`src/rtl/mc_riscv_controller.sv`:
```
// Multi-cycle RV32I control unit: a state-decoded FSM that sequences fetch, decode,
// execute, memory and writeback over a shared datapath with a ready-handshaked memory port.
module mc_riscv_controller #(
  parameter int ALU_CTRL_W  = 4,
  parameter bit MEM_WAIT_EN = 1'b1,
  parameter bit BRANCH_FULL = 1'b1
) (
  input  logic                  i_clk,
  input  logic                  i_rst_n,
  input  logic [6:0]            i_op,
  input  logic [2:0]            i_funct3,
  input  logic                  i_funct7_5,
  input  logic                  i_zero,
  input  logic                  i_lt,
  input  logic                  i_ltu,
  input  logic                  i_mem_ready,
  output logic                  o_pc_write,
  output logic                  o_ir_write,
  output logic                  o_adr_src,
  output logic                  o_mem_read,
  output logic                  o_mem_write,
  output logic                  o_reg_write,
  output logic [1:0]            o_result_src,
  output logic [1:0]            o_alu_src_a,
  output logic [1:0]            o_alu_src_b,
  output logic [2:0]            o_imm_src,
  output logic [ALU_CTRL_W-1:0] o_alu_ctrl,
  output logic                  o_illegal,
  output logic [3:0]            o_state
);

  typedef enum logic [3:0] {
    S_FETCH    = 4'd0,
    S_DECODE   = 4'd1,
    S_MEMADR   = 4'd2,
    S_MEMREAD  = 4'd3,
    S_MEMWB    = 4'd4,
    S_MEMWRITE = 4'd5,
    S_EXECR    = 4'd6,
    S_EXECI    = 4'd7,
    S_ALUWB    = 4'd8,
    S_BRANCH   = 4'd9,
    S_JAL      = 4'd10,
    S_JALR     = 4'd11,
    S_UPPER    = 4'd12,
    S_TRAP     = 4'd13
  } state_t;

  typedef enum logic [3:0] {
    ALU_ADD  = 4'd0,
    ALU_SUB  = 4'd1,
    ALU_AND  = 4'd2,
    ALU_OR   = 4'd3,
    ALU_XOR  = 4'd4,
    ALU_SLT  = 4'd5,
    ALU_SLTU = 4'd6,
    ALU_SLL  = 4'd7,
    ALU_SRL  = 4'd8,
    ALU_SRA  = 4'd9
  } alu_t;

  localparam logic [6:0] OP_LOAD   = 7'b0000011;
  localparam logic [6:0] OP_STORE  = 7'b0100011;
  localparam logic [6:0] OP_R      = 7'b0110011;
  localparam logic [6:0] OP_I      = 7'b0010011;
  localparam logic [6:0] OP_BRANCH = 7'b1100011;
  localparam logic [6:0] OP_JAL    = 7'b1101111;
  localparam logic [6:0] OP_JALR   = 7'b1100111;
  localparam logic [6:0] OP_LUI    = 7'b0110111;
  localparam logic [6:0] OP_AUIPC  = 7'b0010111;

  localparam logic [2:0] IMM_I = 3'b000;
  localparam logic [2:0] IMM_S = 3'b001;
  localparam logic [2:0] IMM_B = 3'b010;
  localparam logic [2:0] IMM_U = 3'b100;

  state_t     state_q, state_d;
  logic       illegal_q;
  logic       mem_ready;
  logic       branch_legal, branch_taken;
  alu_t       alu_funct, alu_ctrl;
  logic       pc_write, ir_write, adr_src, mem_read, mem_write, reg_write;
  logic [1:0] result_src, alu_src_a, alu_src_b;
  logic [2:0] imm_src;

  assign mem_ready = i_mem_ready || !MEM_WAIT_EN;

  // NOTE: every signal written in an always_comb gets a default first, so no path infers a latch.
  always_comb begin
    branch_legal = 1'b0;
    branch_taken = 1'b0;
    case (i_funct3)
      3'b000: begin branch_legal = 1'b1;        branch_taken = i_zero;  end
      3'b001: begin branch_legal = 1'b1;        branch_taken = !i_zero; end
      3'b100: begin branch_legal = BRANCH_FULL; branch_taken = i_lt;    end
      3'b101: begin branch_legal = BRANCH_FULL; branch_taken = !i_lt;   end
      3'b110: begin branch_legal = BRANCH_FULL; branch_taken = i_ltu;   end
      3'b111: begin branch_legal = BRANCH_FULL; branch_taken = !i_ltu;  end
      default: ;
    endcase
  end

  // SUB only exists for register-register ops; funct7_5 on I-type add is immediate bits.
  always_comb begin
    alu_funct = ALU_ADD;
    case (i_funct3)
      3'b000: alu_funct = (state_q == S_EXECR && i_funct7_5) ? ALU_SUB : ALU_ADD;
      3'b001: alu_funct = ALU_SLL;
      3'b010: alu_funct = ALU_SLT;
      3'b011: alu_funct = ALU_SLTU;
      3'b100: alu_funct = ALU_XOR;
      3'b101: alu_funct = i_funct7_5 ? ALU_SRA : ALU_SRL;
      3'b110: alu_funct = ALU_OR;
      default: alu_funct = ALU_AND;
    endcase
  end

  always_comb begin
    state_d    = state_q;
    pc_write   = 1'b0;
    ir_write   = 1'b0;
    adr_src    = 1'b0;
    mem_read   = 1'b0;
    mem_write  = 1'b0;
    reg_write  = 1'b0;
    result_src = 2'b00;
    alu_src_a  = 2'b00;
    alu_src_b  = 2'b00;
    imm_src    = IMM_I;
    alu_ctrl   = ALU_ADD;
    case (state_q)
      S_FETCH: begin
        mem_read   = 1'b1;
        alu_src_b  = 2'b10;
        result_src = 2'b10;
        if (mem_ready) begin
          ir_write = 1'b1;
          pc_write = 1'b1;
          state_d  = S_DECODE;
        end
      end
      S_DECODE: begin
        alu_src_a = 2'b01;
        alu_src_b = 2'b01;
        imm_src   = IMM_B;
        state_d   = S_TRAP;
        case (i_op)
          OP_LOAD, OP_STORE: state_d = S_MEMADR;
          OP_R:              state_d = S_EXECR;
          OP_I:              state_d = S_EXECI;
          OP_BRANCH:         state_d = branch_legal ? S_BRANCH : S_TRAP;
          OP_JAL:            state_d = S_JAL;
          OP_JALR:           state_d = S_JALR;
          OP_LUI, OP_AUIPC:  state_d = S_UPPER;
          default: ;
        endcase
      end
      S_MEMADR: begin
        alu_src_a = 2'b10;
        alu_src_b = 2'b01;
        imm_src   = i_op[5] ? IMM_S : IMM_I;
        state_d   = i_op[5] ? S_MEMWRITE : S_MEMREAD;
      end
      S_MEMREAD: begin
        adr_src  = 1'b1;
        mem_read = 1'b1;
        if (mem_ready) state_d = S_MEMWB;
      end
      S_MEMWB: begin
        result_src = 2'b01;
        reg_write  = 1'b1;
        state_d    = S_FETCH;
      end
      S_MEMWRITE: begin
        adr_src   = 1'b1;
        mem_write = 1'b1;
        if (mem_ready) state_d = S_FETCH;
      end
      S_EXECR: begin
        alu_src_a = 2'b10;
        alu_ctrl  = alu_funct;
        state_d   = S_ALUWB;
      end
      S_EXECI: begin
        alu_src_a = 2'b10;
        alu_src_b = 2'b01;
        alu_ctrl  = alu_funct;
        state_d   = S_ALUWB;
      end
      S_ALUWB: begin
        reg_write = 1'b1;
        state_d   = S_FETCH;
      end
      S_BRANCH: begin
        alu_src_a = 2'b10;
        alu_ctrl  = ALU_SUB;
        pc_write  = branch_taken;
        state_d   = S_FETCH;
      end
      S_JAL: begin
        alu_src_a = 2'b01;
        alu_src_b = 2'b10;
        pc_write  = 1'b1;
        state_d   = S_ALUWB;
      end
      S_JALR: begin
        alu_src_a = 2'b10;
        alu_src_b = 2'b01;
        state_d   = S_JAL;
      end
      S_UPPER: begin
        alu_src_a = i_op[5] ? 2'b11 : 2'b01;
        alu_src_b = 2'b01;
        imm_src   = IMM_U;
        state_d   = S_ALUWB;
      end
      S_TRAP: ;
      default: state_d = S_FETCH;
    endcase
  end

  // NOTE: sequential state uses non-blocking assignments so every flop samples pre-edge values.
  always_ff @(posedge i_clk or negedge i_rst_n) begin
    if (!i_rst_n) begin
      state_q   <= S_FETCH;
      illegal_q <= 1'b0;
    end else begin
      state_q <= state_d;
      if (state_d == S_TRAP) illegal_q <= 1'b1;
    end
  end

  // NOTE: outputs are gated by reset combinationally so an in-flight strobe dies the moment reset asserts.
  assign o_pc_write   = i_rst_n & pc_write;
  assign o_ir_write   = i_rst_n & ir_write;
  assign o_adr_src    = i_rst_n & adr_src;
  assign o_mem_read   = i_rst_n & mem_read;
  assign o_mem_write  = i_rst_n & mem_write;
  assign o_reg_write  = i_rst_n & reg_write;
  assign o_result_src = i_rst_n ? result_src : 2'b00;
  assign o_alu_src_a  = i_rst_n ? alu_src_a : 2'b00;
  assign o_alu_src_b  = i_rst_n ? alu_src_b : 2'b00;
  assign o_imm_src    = i_rst_n ? imm_src : 3'b000;
  assign o_alu_ctrl   = i_rst_n ? ALU_CTRL_W'(alu_ctrl) : '0;
  assign o_illegal    = illegal_q;
  assign o_state      = state_q;

endmodule

```
`config.mk`:
```
export PLATFORM = sky130hd
export DESIGN_NAME = mc_riscv_controller
export DESIGN_NICKNAME = d
export VERILOG_FILES = /design/src/rtl/mc_riscv_controller.sv
export SDC_FILE = /design/constraint.sdc
export NUM_CORES = 1
export LEC_CHECK = 0
export ABC_AREA = 1
export BUFFER_PORTS_ARGS = -buffer_cell sky130_fd_sc_hd__clkbuf_2
export CAP_MARGIN = 20
export CORE_ASPECT_RATIO = 1.2
export CORE_MARGIN = 2
export CORE_UTILIZATION = 40
export CTS_CLUSTER_SIZE = 25
export DETAILED_ROUTE_END_ITERATION = 8
export HOLD_SLACK_MARGIN = 0.08
export PLACE_DENSITY_LB_ADDON = 0.25
export SLEW_MARGIN = 20
export SYNTH_ARGS = -nofsm -noshare
export SYNTH_HDL_FRONTEND = slang
export SYNTH_SLANG_ARGS = --single-unit
export TNS_END_PERCENT = 30
```
`constraint.sdc`:
```
create_clock -name i_clk -period 2.2 [get_ports i_clk]
set_input_delay 0.22 -clock i_clk [delete_from_list [all_inputs] [get_ports i_clk]]
set_output_delay 0.22 -clock i_clk [all_outputs]
set_load 0.02 [all_outputs]
```
After elaboration in Yosys (flattened, before gate mapping)

Index checks and enable logic that the tools add are counted.

Eq/ne operators: 30
Multiplexer cells: 31
Bitwise operators: 6
Reductions and logical operators: 18

Operators with widths:

| kind                                           | count |
|---|---|
| case mux 4 bit (7 select lines)                | 2 |
| case mux 4 bit (8 select lines)                | 1 |
| == test 4 bit (second input constant)          | 7 |
| == test 7 x 6 -> 1 bit (second input constant) | 3 |
| == test 7 bit (second input constant)          | 3 |
| == test 4 x 3 -> 1 bit (second input constant) | 4 |
| 2-to-1 mux 4 bit                               | 4 |
| OR reduction 2 bit                             | 8 |
| == test 7 x 5 -> 1 bit (second input constant) | 2 |
| == test 3 bit (second input constant)          | 4 |
| 2-to-1 mux 1 bit                               | 10 |
| OR reduction 5 bit                             | 2 |
| 2-to-1 mux 3 bit                               | 3 |
| case mux 3 bit (3 select lines)                | 1 |
| == test 4 x 2 -> 1 bit (second input constant) | 2 |
| 2-to-1 mux 2 bit                               | 4 |
| case mux 2 bit (2 select lines)                | 2 |
| case mux 4 bit (2 select lines)                | 1 |
| == test 7 x 2 -> 1 bit (second input constant) | 1 |
| AND 1 bit                                      | 6 |
| == test 3 x 2 -> 1 bit (second input constant) | 2 |
| case mux 1 bit (6 select lines)                | 1 |
| case mux 2 bit (3 select lines)                | 1 |
| OR reduction 6 bit                             | 1 |
| other kinds (8)                                | 10 |

Bits in registers: 5
Input bits: 17
Output and inout bits: 24
Word-level logic and storage cells: 87

Longest topological paths before layout

Gate-level depths: netlist of run 1.

Word-level depth: 7
Gate-level depth with buffers: 11
Gate-level depth less buffers: 11

Worst setup path after synthesis of run 1

OpenSTA, ideal clock, no wires.

Path kind: reg-to-output
Start point: reg state_q[1] (netlist: o_state[1])
End point: out o_pc_write
Data arrival time: 1.443 ns
Data required time: 1.980 ns
Setup slack: 0.537 ns
Stages on the path, launching flop included: 8
Buffers on the path: 0
Cell sequence: dfrtp_1 > nor2_1 > nand2_1 > nor2_1 > inv_1 > nand2_1 > inv_1 > a21oi_1

Cells in the longest elaborated chain, start to end: 3
Elaborated cells between the ends (all ways): 5
Classes of those cells: eq/ne (2); mux (1); bitwise (1); reduce/logical (1)

RTL lines:

| what                                                    | RTL line | text |
|---|---|---|
| start, declared                                         | 77       | `state_t state_q, state_d;` |
| start signal, assigned                                  | 228      | `state_q <= state_d;` |
| == test 4 bit / zero test 4 bit (equally long branches) | 131      | `case (state_q)` |
| case mux 1 bit (3 select lines) (*)                     | 131      |  |
| AND 1 bit (*)                                           | 234      | `assign o_pc_write = i_rst_n & pc_write;` |
| end, declared                                           | 17       | `output logic o_pc_write,` |

Mark *: on every way between the ends. The rest lies on a longest branch, timed or not.

Worst setup path after layout of run 1

Ends and elaborated chain as after synthesis.

==> flow_results.org, run 1 <==
** Status
- The flow ran to the end, and the final reports show no timing, DRC or antenna violations.

** Global routing
- Global routing finished with a remaining overflow of 0.
- In the global route stage, overall resource usage came out at 20.7%.
- The number of global-route vias before repair came to ~930.
- Maximum number of pins on one net before global-route repair :: 13
- The number of antenna violations at the first check in global routing came to 0.
- First-pass GRT wire length :: 3.79 mm

** STA
- Total of endpoints with negative setup slack in the final report :: 0
- Max transition margin :: between 70 and 80%
- Count of endpoints failing hold in the final timing report :: 0
- For this run, the top clock speed supported by timing is 0.532 GHz.
- The clock arrives with 0.00329 ns of skew.
- Setup repair after global routing left no endpoint under its margin.
- Counting I/O delays and the setup requirement, the final critical path takes 1.88 ns.
- Slew of the pin with the lowest slew margin :: 0.328 ns
- TNS Setup :: 0 ns
- Final Cycle Share :: 85.5%
- The final max-slew violation count was 0.

** Synth
- In this run the cell area of the synthesized design comes to 810 sq um.
- Area share of the leading cell type in the synthesized netlist :: between 10% and 20%
- Unique cell type count in the Yosys netlist :: 24
- Top post-synthesis cells by area :: sky130_fd_sc_hd__nand2_1, sky130_fd_sc_hd__dfrtp_1, sky130_fd_sc_hd__nor2_1
- EDFF count, synth :: 0
- Synthesized area per cell :: around 5.4 sq um
- Synth cell count leaders :: sky130_fd_sc_hd__nand2_1, sky130_fd_sc_hd__nor2_1, sky130_fd_sc_hd__inv_1
- Of all flip-flops after synthesis, the portion carrying an async set or reset was 100%.
- The biggest area contributor in the post-synthesis netlist is sky130_fd_sc_hd__nand2_1.
- Portion of the post-synthesis area used by sequential elements :: 15.5%
- The number of nets handed over by synthesis was 168.
- Among all cell types in the netlist, the one instantiated most often is sky130_fd_sc_hd__nand2_1.
- For this run, the number of Yosys warnings is 0.
- After synthesis the netlist holds a flip-flop and latch count of 5.
- After technology mapping, the gate count stands at 151.
- Commonest register cell after synthesis :: sky130_fd_sc_hd__dfrtp_1

** CTS
- Post-CTS setup buffers :: 0
- Clock tree synthesis selected as its root buffer the cell sky130_fd_sc_hd__clkbuf_4.
- Number of H-tree levels :: 1
- Counting the buffers created by CTS gives 3.
- The clock passes through at most 2 buffers.
- Worst skew pair latency :: 0.23 ns
- TritonCTS built the clock tree.
- Sink count of the clock tree :: 5
- Clock-pin slew was measured on the worst setup and hold paths at about 0.040 ns.

** Floorplanning
- In this run the count of I/O pins placed on the die edge is 41.
- The floorplan step set the die height to 53.3 um.
- # rows :: 17
- Initial core utilization :: 43.2%
- Area of the core :: between 0.0015 and 0.002 sq mm
- X dimension of the die :: 45.1 um
- The die covers 0.00240 sq mm.

** Placement
- The congestion estimate from routability-driven global placement came to 0.893.
- Buffers placed on the I/O ports in this run total 40.
- The HPWL after detailed placement is 1.99 mm.
- After detailed placement, the design holds a cell count of between 200 and 250.

** Power
- Cell leakage power :: 0.583 nW
- For this design the ratio of total power to cell area is 813 mW/mm^2.
- Worst VDD drop :: a little under 0.5 mV

** Drt
- In this run, the number of DRC markers left after iteration 0 of detailed routing was 29.
- Vias :: approximately 1100
- After detailed routing, the average wire length per cell comes to 11.0 um.
- In the routed design, unresolved DRC markers number 0.
- Summed over all layers, the routed wires come to between 2 and 2.5 mm.
- Detailed-router iteration count before antenna repair :: 4
- Once detail routing completed, the nets flagged for antenna violations numbered 0.
- Using the TritonRoute via totals, the vias-per-cell ratio works out to 5.17.

** Setup path
- In this design, the stage delay of the slowest critical-path cell is 0.45 ns.
- R2r setup slk :: roughly 0.85 ns
- CP Max Fanout :: 7
- Bufs and invs on worst path :: 3
- STA classifies the critical path endpoint as a primary output.
- Critical R2R Capture :: o_illegal$_DFFE_PN0N_
- Data on the critical path is required at its endpoint by approximately 2.0 ns.
- Among cell families on the critical path, the largest total delay comes from simple AND/OR/NAND/NOR gates.
- RR Startpoint :: o_state[1]$_DFF_PN0_
- The worst setup path is of the reg2out kind.
- The slowest stage of the critical path is the sky130_fd_sc_hd__dfrtp_1 cell.
- Number of gates on the worst path with buffers counted :: 8
- Worst EP arrival :: 1.66 ns
- Length in cells of the worst reg-to-reg path :: 8
- The critical path ends at o_pc_write.
- Walking the worst path, the cells encountered are nor2_1 > nand2_1 > nor2_1 > inv_1 > nand2_1 > inv_1 > a21oi_1 > clkbuf_2.
- CP startpoint :: o_state[1]$_DFF_PN0_
- The worst setup path is launched from a register.

** Layout
- Once layout is complete, the utilization of the core stands at 56.5%.
- Fraction of final layout cells with drive strength greater than 1 :: 31.1%
- The finished layout holds 212 standard cells, fillers aside.
- Compared with the post-synthesis result, the final layout area differs by 30.6%.
- Net count reported at finish :: 211
- Ant diodes :: 0

** Job
- Max-cap violations :: 0

** Hold path
- The worst hold path belongs to the class in2reg.
[cell families after synthesis]
logic type	after synthesis	synth area share (%)
DFF	5	15.5
and+or+nand+nor	93	52.2
AOI/OAI and AO/OA	23	18.2
buffers and inverters	30	14.1
[per-stage QoR]
stage               hold WS [ns]  setup slack, ns  power, mW  area (sq um)
CTS                        0.328            0.311      0.866          1060
global placement          0.0661            0.626      0.751          1020
finish                     0.335            0.319      0.860          1060
global route               0.361            0.121      0.941          1060
detailed placement        0.0717            0.582      0.757          1020
floorplan                -0.0756            0.537      0.581           810
[timing repair]
action                                  4_1_cts  5_1_grt
resized for setup                             0        0
hold buffers                                  1        0
endpoints found under the setup margin        0        0
hold endpoints to repair                      5        0
[area by class of cell]
class / count / area, sq um
multi-input combinational: 116 / 571
clock buffer: 4 / 26.3
inverter: 27 / 101
tap: 19 / 23.8
sequential: 5 / 125
timing repair buffer: 41 / 210
fill: 192 / 815
[layer usage]
metal | global-route usage, % | wire [um] | vias up
met5 | 0 | 0 | -
met4 | 2.45 | 0 | 0
met3 | 4.44 | 123 | 0
met2 | 36.4 | 1190 | 31
met1 | 26.2 | 1020 | 496
li1 | - | - | 568
[worst min path at each step]
stage / startpoint / end / slack [ns] / cells past startpoint
floorplan: i_rst_n / o_illegal$_DFFE_PN0N_ / -0.08 / 0
global placement: i_rst_n / o_state[2]$_DFF_PN0_ / 0.07 / 1
detailed placement: i_rst_n / o_illegal$_DFFE_PN0N_ / 0.07 / 1
CTS: i_op[5] / o_state[1]$_DFF_PN0_ / 0.33 / 2
global route: i_op[5] / o_state[1]$_DFF_PN0_ / 0.36 / 2
finish: i_op[5] / o_state[1]$_DFF_PN0_ / 0.33 / 2
[registers in the layout, summed over array words and instances (netlist names)]
register and cells:
o_state 4, o_illegal 1
[report_power, final]
group | internal (mW) | switching [mW]
sequential | 0.118 | 0.0444
clock | 0.0683 | 0.0337
combinational | 0.187 | 0.408
[cells in the final DEF, fill, tap and decap left out, drive strengths merged]
cell / netlist / final
a21oi: 9 / 9
a31oi: 2 / 2
a41oi: 1 / 1
clkbuf: 2 / 44
dfrtp: 5 / 5
dlygate4sd3: 0 / 1
inv: 27 / 27
nand2: 39 / 39
nand3: 12 / 12
nand4: 2 / 2
nor2: 35 / 35
nor3: 5 / 5
o2111ai: 2 / 2
o211ai: 1 / 1
o21ai: 6 / 6
o221ai: 1 / 1
o31ai: 1 / 1
Note: power is estimated with default switching activity, not from simulation.
==> run 2, diff against run 1 <==
--- a/config.mk
+++ b/config.mk
@@ -7,7 +7,6 @@
 export LEC_CHECK = 0
 export ABC_AREA = 1
 export BUFFER_PORTS_ARGS = -buffer_cell sky130_fd_sc_hd__clkbuf_2
-export CAP_MARGIN = 20
 export CORE_ASPECT_RATIO = 1.2
 export CORE_MARGIN = 2
 export CORE_UTILIZATION = 40
@@ -15,6 +14,7 @@
 export DETAILED_ROUTE_END_ITERATION = 8
 export HOLD_SLACK_MARGIN = 0.08
 export PLACE_DENSITY_LB_ADDON = 0.25
+export REMOVE_ABC_BUFFERS = 1
 export SLEW_MARGIN = 20
 export SYNTH_ARGS = -nofsm -noshare
 export SYNTH_HDL_FRONTEND = slang
==> flow_results.org, run 2 (same netlist as run 1, synthesis figures left out) <==
** Setup path
- The worst-case reg-to-reg path depth is 9 (+1).
- Crit-path slowest cell :: sky130_fd_sc_hd__dfrtp_1
- CP Max Fanout :: 7 (unchanged)
- Worst EP arrival :: 1.69 ns (+0.03 ns)
- Launching element type of the critical path :: register
- The maximum single-stage delay on the critical path was 0.45 ns (about the same).
- Type of destination of the critical path :: primary output
- The required arrival time at the worst endpoint was 1.98 ns (about the same).
- The critical path in this run is classified as reg2out.
- CP cell instances :: nor2_1 > nand2_1 > nor2_1 > inv_1 > nand2_1 > inv_1 > a21oi_1 > clkbuf_2

** Floorplanning
- # rows :: 17 (unchanged)
- Die area :: 0.00240 sq mm (unchanged)
- Initial core utilization :: 43.2% (unchanged)
- X dimension of the die :: 45.1 um (unchanged)
- Area of the core :: 0.00187 sq mm (unchanged)
- The I/O pin count was 41 (unchanged).
- The height of the die is 53.3 um (unchanged).

** Placement
- Place WS :: 0.560 ns (-0.0229 ns)
- The final RePlAce weighted congestion was 0.886 (-0.85%).
- The detailed placement HPWL was 1.99 mm (about the same).
- The count of buffers from port buffering came to 40 (unchanged).

** Power
- Power density over the cells :: 813 mW/mm^2 (about the same)
- Worst VDD drop :: 0.414 mV (-16%)
- Cell leakage power :: 0.583 nW (unchanged)

** STA
- Total of endpoints with negative setup slack in the final report :: 0 (unchanged)
- The slew at the pin closest to its max-slew limit came to 0.332 ns (+0.00358 ns).
- The largest clock skew in the final design is 0.00196 ns (-0.00133 ns).
- Final count of pins violating max slew :: 0 (unchanged)
- The final setup TNS came to 0 ns (unchanged).
- Max Clock Freq :: 0.525 GHz (-1.3%)
- Setup repair after global routing left no endpoint under its margin.
- Final Cycle Share :: 86.6% (+1.1 points)
- The final worst-path setup slack came to 0.294 ns (-0.0250 ns).
- The worst slew margin relative to its limit was 77.9% (-0.24 points).
- Time the worst path needs with I/O delays and setup :: 1.91 ns (+0.0250 ns)
- The worst-case hold slack came to 0.322 ns (-0.0132 ns).
- The count of final hold-check violations is 0 (unchanged).

** Layout
- Highest-count cells in the layout ignoring fill and taps :: sky130_fd_sc_hd__clkbuf_2, sky130_fd_sc_hd__nand2_1, sky130_fd_sc_hd__nor2_1
- The share of cells above drive strength 1 is 31.1% (unchanged).
- The net total in the final layout was 211 (unchanged).
- The library cell used most frequently in the layout, excluding fill and tap cells, is sky130_fd_sc_hd__clkbuf_2.
- The count of antenna diodes in the layout came to 0 (unchanged).
- The layout overhead on the synthesized area is 30.6% (unchanged).
- The count of filler cells inserted in the layout came to 210 (+9.4%).
- Number of flip-flops in the largest register :: 4 (unchanged)

** Drt
- # DRC :: 0 (unchanged)
- Detailed-router iteration count before antenna repair :: 4 (unchanged)
- The detailed-route vias per instance came to 5.00 (-3.3%).
- Vias :: 1059 (-3.3%)
- The number of nets still failing antenna checks after routing was 0 (unchanged).
- Routed length per instance :: 10.9 um (-1.4%)
- Final WL :: 2.30 mm (-1.4%)
- Number of DRC violations after detailed-routing iteration 0 :: 16 (-45%)

** Global routing
- The number of antenna violations at the first check in global routing is 0 (unchanged).
- Overall overflow remaining after global route :: 0 (unchanged)
- The number of global-route vias before repair was 918 (-1.7%).
- Maximum number of pins on one net before global-route repair :: 13 (unchanged)
- The total track usage came to 21.0% (+0.22 points).
- First-pass GRT wire length :: 3.82 mm (+0.71%)

** CTS
- CTS placed an instance of sky130_fd_sc_hd__clkbuf_4 at the clock tree root.
- Sink count of the clock tree :: 5 (unchanged)
- Worst skew pair latency :: 0.24 ns (about the same)
- The post-cts gate resize count came to 0 (unchanged).
- Post-CTS setup buffers :: 0 (unchanged)
- Bufs on Longest Clock Path :: 2 (unchanged)
- TritonCTS built the clock tree.
- The number of buffers created by CTS was 3 (unchanged).
- The deepest level of the CTS H-tree came to 1 (unchanged).
- The clock input transition at the sequential cells of the worst setup and hold paths came to 0.05 ns (about the same).

** Status
- Result of the run :: finished clean

** Hold path
- The count of cells along the worst hold path is 2 (unchanged).
- Worst min-delay path category :: in2reg

** Job
- Max-cap violations :: 0 (unchanged)
## run 2: cell counts in the layout (fill, tap and decap cells not counted)
No cell type changed its count.
## run 2: path summary, 6_finish.rpt
| path | from | to | slack, ns |
|---|---|---|---|
| worst max register to register | o_state[0]$_DFF_PN0_ | o_illegal$_DFFE_PN0N_ | 0.83 |
| min in group asynchronous | i_rst_n | o_state[2]$_DFF_PN0_ | 0.36 |
| worst min-delay path | i_op[5] | o_state[1]$_DFF_PN0_ | 0.32 |
| max in group asynchronous | i_rst_n | o_illegal$_DFFE_PN0N_ | 1.67 |
| worst min register to register | o_illegal$_DFFE_PN0N_ | o_illegal$_DFFE_PN0N_ | 0.46 |
| worst max-delay path | o_state[1]$_DFF_PN0_ | o_pc_write | 0.29 |
## run 2: repair_timing
item / in CTS / in global routing
endpoints found under the hold margin: 5 / 0
hold buffers: 1 / 0
endpoints found under the setup margin: 0 / 0
## run 2: critical path: cells and delay by family (launching register included)
family	cells	cell delay, ns
simple gates	4	0.57
flops	1	0.45
buf+inv	3	0.30
compound gates	1	0.13
## run 2: area by class of cell
class | instances | area (sq um) | area share [%]
repair buffers | 41 | 210 | 19.9
clock buffers | 4 | 26.3 | 2.49
inverters | 27 | 101 | 9.59
well taps | 19 | 23.8 | 2.25
flip-flops and latches | 5 | 125 | 11.8
multi-input cells | 116 | 571 | 54.0
## run 2: metrics by stage
step | area [sq um] | power, mW | utilization, % | std cells
floorplan | 797 | 0.577 | - | 148
global placement | 1020 | 0.757 | 54.5 | 207
detailed placement | 1020 | 0.754 | 54.5 | 207
CTS | 1060 | 0.865 | 56.5 | 212
global route | 1060 | 0.940 | 56.5 | 212
finish | 1060 | 0.859 | 56.5 | 212
## run 2: power by group
group / leakage, nW / switching (mW) / internal (mW)
clock: 0.0150 / 0.0374 / 0.0686
sequential: 0.0608 / 0.0436 / 0.118
combinational: 0.507 / 0.405 / 0.187
## run 2: per-layer routing
layer / wire, um / global-route usage [%] / vias to the layer above
li1: - / - / 573
met1: 1040 / 27.3 / 453
met2: 1130 / 36.2 / 31
met3: 123 / 3.07 / 2
met4: 8 / 3.92 / 0
met5: 0 / 0 / -
==> run 3, diff against run 2 <==
--- a/config.mk
+++ b/config.mk
@@ -13,7 +13,7 @@
 export CTS_CLUSTER_SIZE = 25
 export DETAILED_ROUTE_END_ITERATION = 8
 export HOLD_SLACK_MARGIN = 0.08
-export PLACE_DENSITY_LB_ADDON = 0.25
+export PLACE_DENSITY = 0.84
 export REMOVE_ABC_BUFFERS = 1
 export SLEW_MARGIN = 20
 export SYNTH_ARGS = -nofsm -noshare
==> flow_results.org, run 3 (same netlist as run 1, synthesis figures left out) <==
** Placement
- The count of buffers from port buffering is 40 (unchanged).
- Place WS :: 0.575 ns (+0.0153 ns)
- The post-placement cell area came to 0.00102 sq mm (unchanged).
- Placed wire-length estimate :: 2.11 mm (+5.9%)
- The final RePlAce weighted congestion is 0.911 (+2.8%).
- Number of cells in the design after placement :: 207 (unchanged)

** Setup path
- The largest driver fanout on the critical path was 4 (-3).
- Type of destination of the critical path :: primary output
- The worst-case reg-to-reg path depth was 9 (unchanged).
- R2r setup slk :: 0.84 ns (about the same)
- The endpoint identified for the worst register-to-register timing path is o_illegal$_DFFE_PN0N_.
- The required arrival time at the worst endpoint came to 1.98 ns (about the same).
- RR Startpoint :: o_state[0]$_DFF_PN0_
- CP startpoint :: o_state[3]$_DFF_PN0_
- Worst EP arrival :: 1.71 ns (+0.02 ns)
- Critical path class :: reg2out
- Launching element type of the critical path :: register

** Floorplanning
- X dimension of the die :: 45.1 um (unchanged)
- The standard-cell row count is 17 (unchanged).
- Initial core utilization :: 43.2% (unchanged)
- The floorplan die area came to 0.00240 sq mm (unchanged).
- The height of the die was 53.3 um (unchanged).
- The floorplan core area is 0.00187 sq mm (unchanged).
- Io pins :: 41 (unchanged)

** Drt
- Vias :: 1104 (+4.2%)
- The total wirelength of the detailed-routed design was 2.46 mm (+6.7%).
- The number of remaining DRC errors was 0 (unchanged).
- The routed length per instance is 11.6 um (+6.7%).
- Detail-routed via count per cell :: 5.21 (+4.2%)
- Count of nets left with antenna violations after detail routing :: 0 (unchanged)
- Detailed-router iteration count before antenna repair :: 4 (unchanged)
- The violation count after the first detailed-route iteration came to 18 (+2).

** CTS
- The clock insertion delay at the later pin of the skew report came to 0.23 ns (about the same).
- Number of H-tree levels :: 1 (unchanged)
- The clock input transition at the sequential cells of the worst setup and hold paths was 0.04 ns (about the same).
- TritonCTS built the clock tree.
- The number of buffers created by CTS was 3 (unchanged).
- The tree is rooted in a sky130_fd_sc_hd__clkbuf_4.
- The number of setup buffers added after CTS was 0 (unchanged).
- Sink count of the clock tree :: 5 (unchanged)
- Bufs on Longest Clock Path :: 2 (unchanged)

** Layout
- Count of non-filler cells in the finished layout :: 212 (unchanged)
- Final cell area excluding filler cells :: 0.00106 sq mm (unchanged)
- The count of antenna diodes in the layout is 0 (unchanged).
- The core occupancy in the finished layout came to 56.5% (unchanged).
- Register area :: 125 sq um (unchanged)
- The library cell used most frequently in the layout, excluding fill and tap cells, is sky130_fd_sc_hd__clkbuf_2.
- Fraction of final layout cells with drive strength greater than 1 :: 31.1% (unchanged)
- Area used by multi-input combinational logic :: 571 sq um (unchanged)
- The layout overhead on the synthesized area was 30.6% (unchanged).
- In the layout the commonest cells are sky130_fd_sc_hd__clkbuf_2, sky130_fd_sc_hd__nand2_1, sky130_fd_sc_hd__nor2_1.
- Fill count :: 194 (-7.6%)
- Net count reported at finish :: 211 (unchanged)
- Number of flip-flops in the largest register :: 4 (unchanged)

** Power
- Power density over the cells :: 815 mW/mm^2 (+0.27%)
- The leakage power of the design came to 0.583 nW (unchanged).
- The maximum VDD drop is 0.710 mV (+72%).
- The total power of the final layout is 862 uW (+0.27%).

** Global routing
- Global Route met2 Usage :: 42.6% (+6.4 points)
- Maximum number of pins on one net before global-route repair :: 13 (unchanged)
- The wire length of the first global-routing pass was 3.95 mm (+3.6%).
- The total grt overflow is 0 (unchanged).
- Met1 track demand over resource :: 22.0% (-5.2 points)
- The number of global-route vias before repair came to 1042 (+14%).
- Busiest metal layer after global routing :: met2
- Total routing resource utilization after global routing :: 21.6% (+0.60 points)
- The number of antenna violations at the first check in global routing came to 0 (unchanged).
- The fraction of met3 tracks used by global routing is 2.05% (-1.0 points).

** STA
- The worst-case hold slack came to 0.341 ns (+0.0195 ns).
- Time the worst path needs with I/O delays and setup :: 1.93 ns (+0.0260 ns)
- The final-report setup violation count came to 0 (unchanged).
- Count of endpoints failing hold in the final timing report :: 0 (unchanged)
- The final clock period utilization by the worst path came to 87.8% (+1.2 points).
- The final max-slew violation count came to 0 (unchanged).
- Slew of the pin with the lowest slew margin :: 0.349 ns (+0.0177 ns)
- TNS Setup :: 0 ns (unchanged)
- The worst slew margin relative to its limit was 76.7% (-1.2 points).
- Final setup margin :: 0.268 ns (-0.0260 ns)
- The largest clock skew in the final design came to 0.00239 ns (+0.000427 ns).
- RSZ-0062 raised after global routing :: no
- The fmax came to 0.518 GHz (-1.3%).

** Job
- Max-cap violations :: 0 (unchanged)

** Hold path
- Launch instance of the worst min-delay path :: i_op[5]
- Worst min-delay path category :: in2reg
- The count of cells along the worst hold path came to 2 (unchanged).
- WHS Endpoint :: o_state[1]$_DFF_PN0_

** Status
- Result of the run :: finished clean
==> run 3: worst max-delay path by stage <==
stage            endpoint
3_5_place_dp   o_pc_write
6_report       o_pc_write
3_3_place_gp   o_pc_write
5_1_grt        o_pc_write
4_1_cts        o_pc_write
2_1_floorplan  o_pc_write
==> run 3: power by group <==
part           switching, mW  internal [mW]  leakage (nW)
sequential            0.0448          0.118        0.0608
combinational          0.411          0.187         0.507
clock                 0.0327         0.0683        0.0150
==> run 3: repair_timing <==
item / in CTS / in global routing
endpoints found under the setup margin: 0 / 0
hold endpoints to repair: 5 / 0
resized for setup: 0 / 0
hold buffers: 1 / 0
==> run 3: metal layers <==
metal / up-vias / part of all wire (%)
met2: 39 / 53
li1: 566 / -
met5: - / 0
met4: 0 / 2.5
met3: 6 / 4.4
met1: 493 / 40
==> run 3: cell type report <==
cell class	instances	share of cell area, %
clock buffers	4	2.49
flip-flops and latches	5	11.8
repair buffers	41	19.9
inverters	27	9.59
well taps	19	2.25
multi-input cells	116	54.0
==> run 3: critical path: stages, from the launching register on <==
cell                       delay [ns]
sky130_fd_sc_hd__dfrtp_1         0.43
sky130_fd_sc_hd__inv_1           0.12
sky130_fd_sc_hd__nor2_2          0.15
sky130_fd_sc_hd__inv_1           0.09
sky130_fd_sc_hd__nor2_1          0.22
sky130_fd_sc_hd__o21ai_0         0.14
sky130_fd_sc_hd__a21oi_1         0.14
sky130_fd_sc_hd__clkbuf_2        0.19
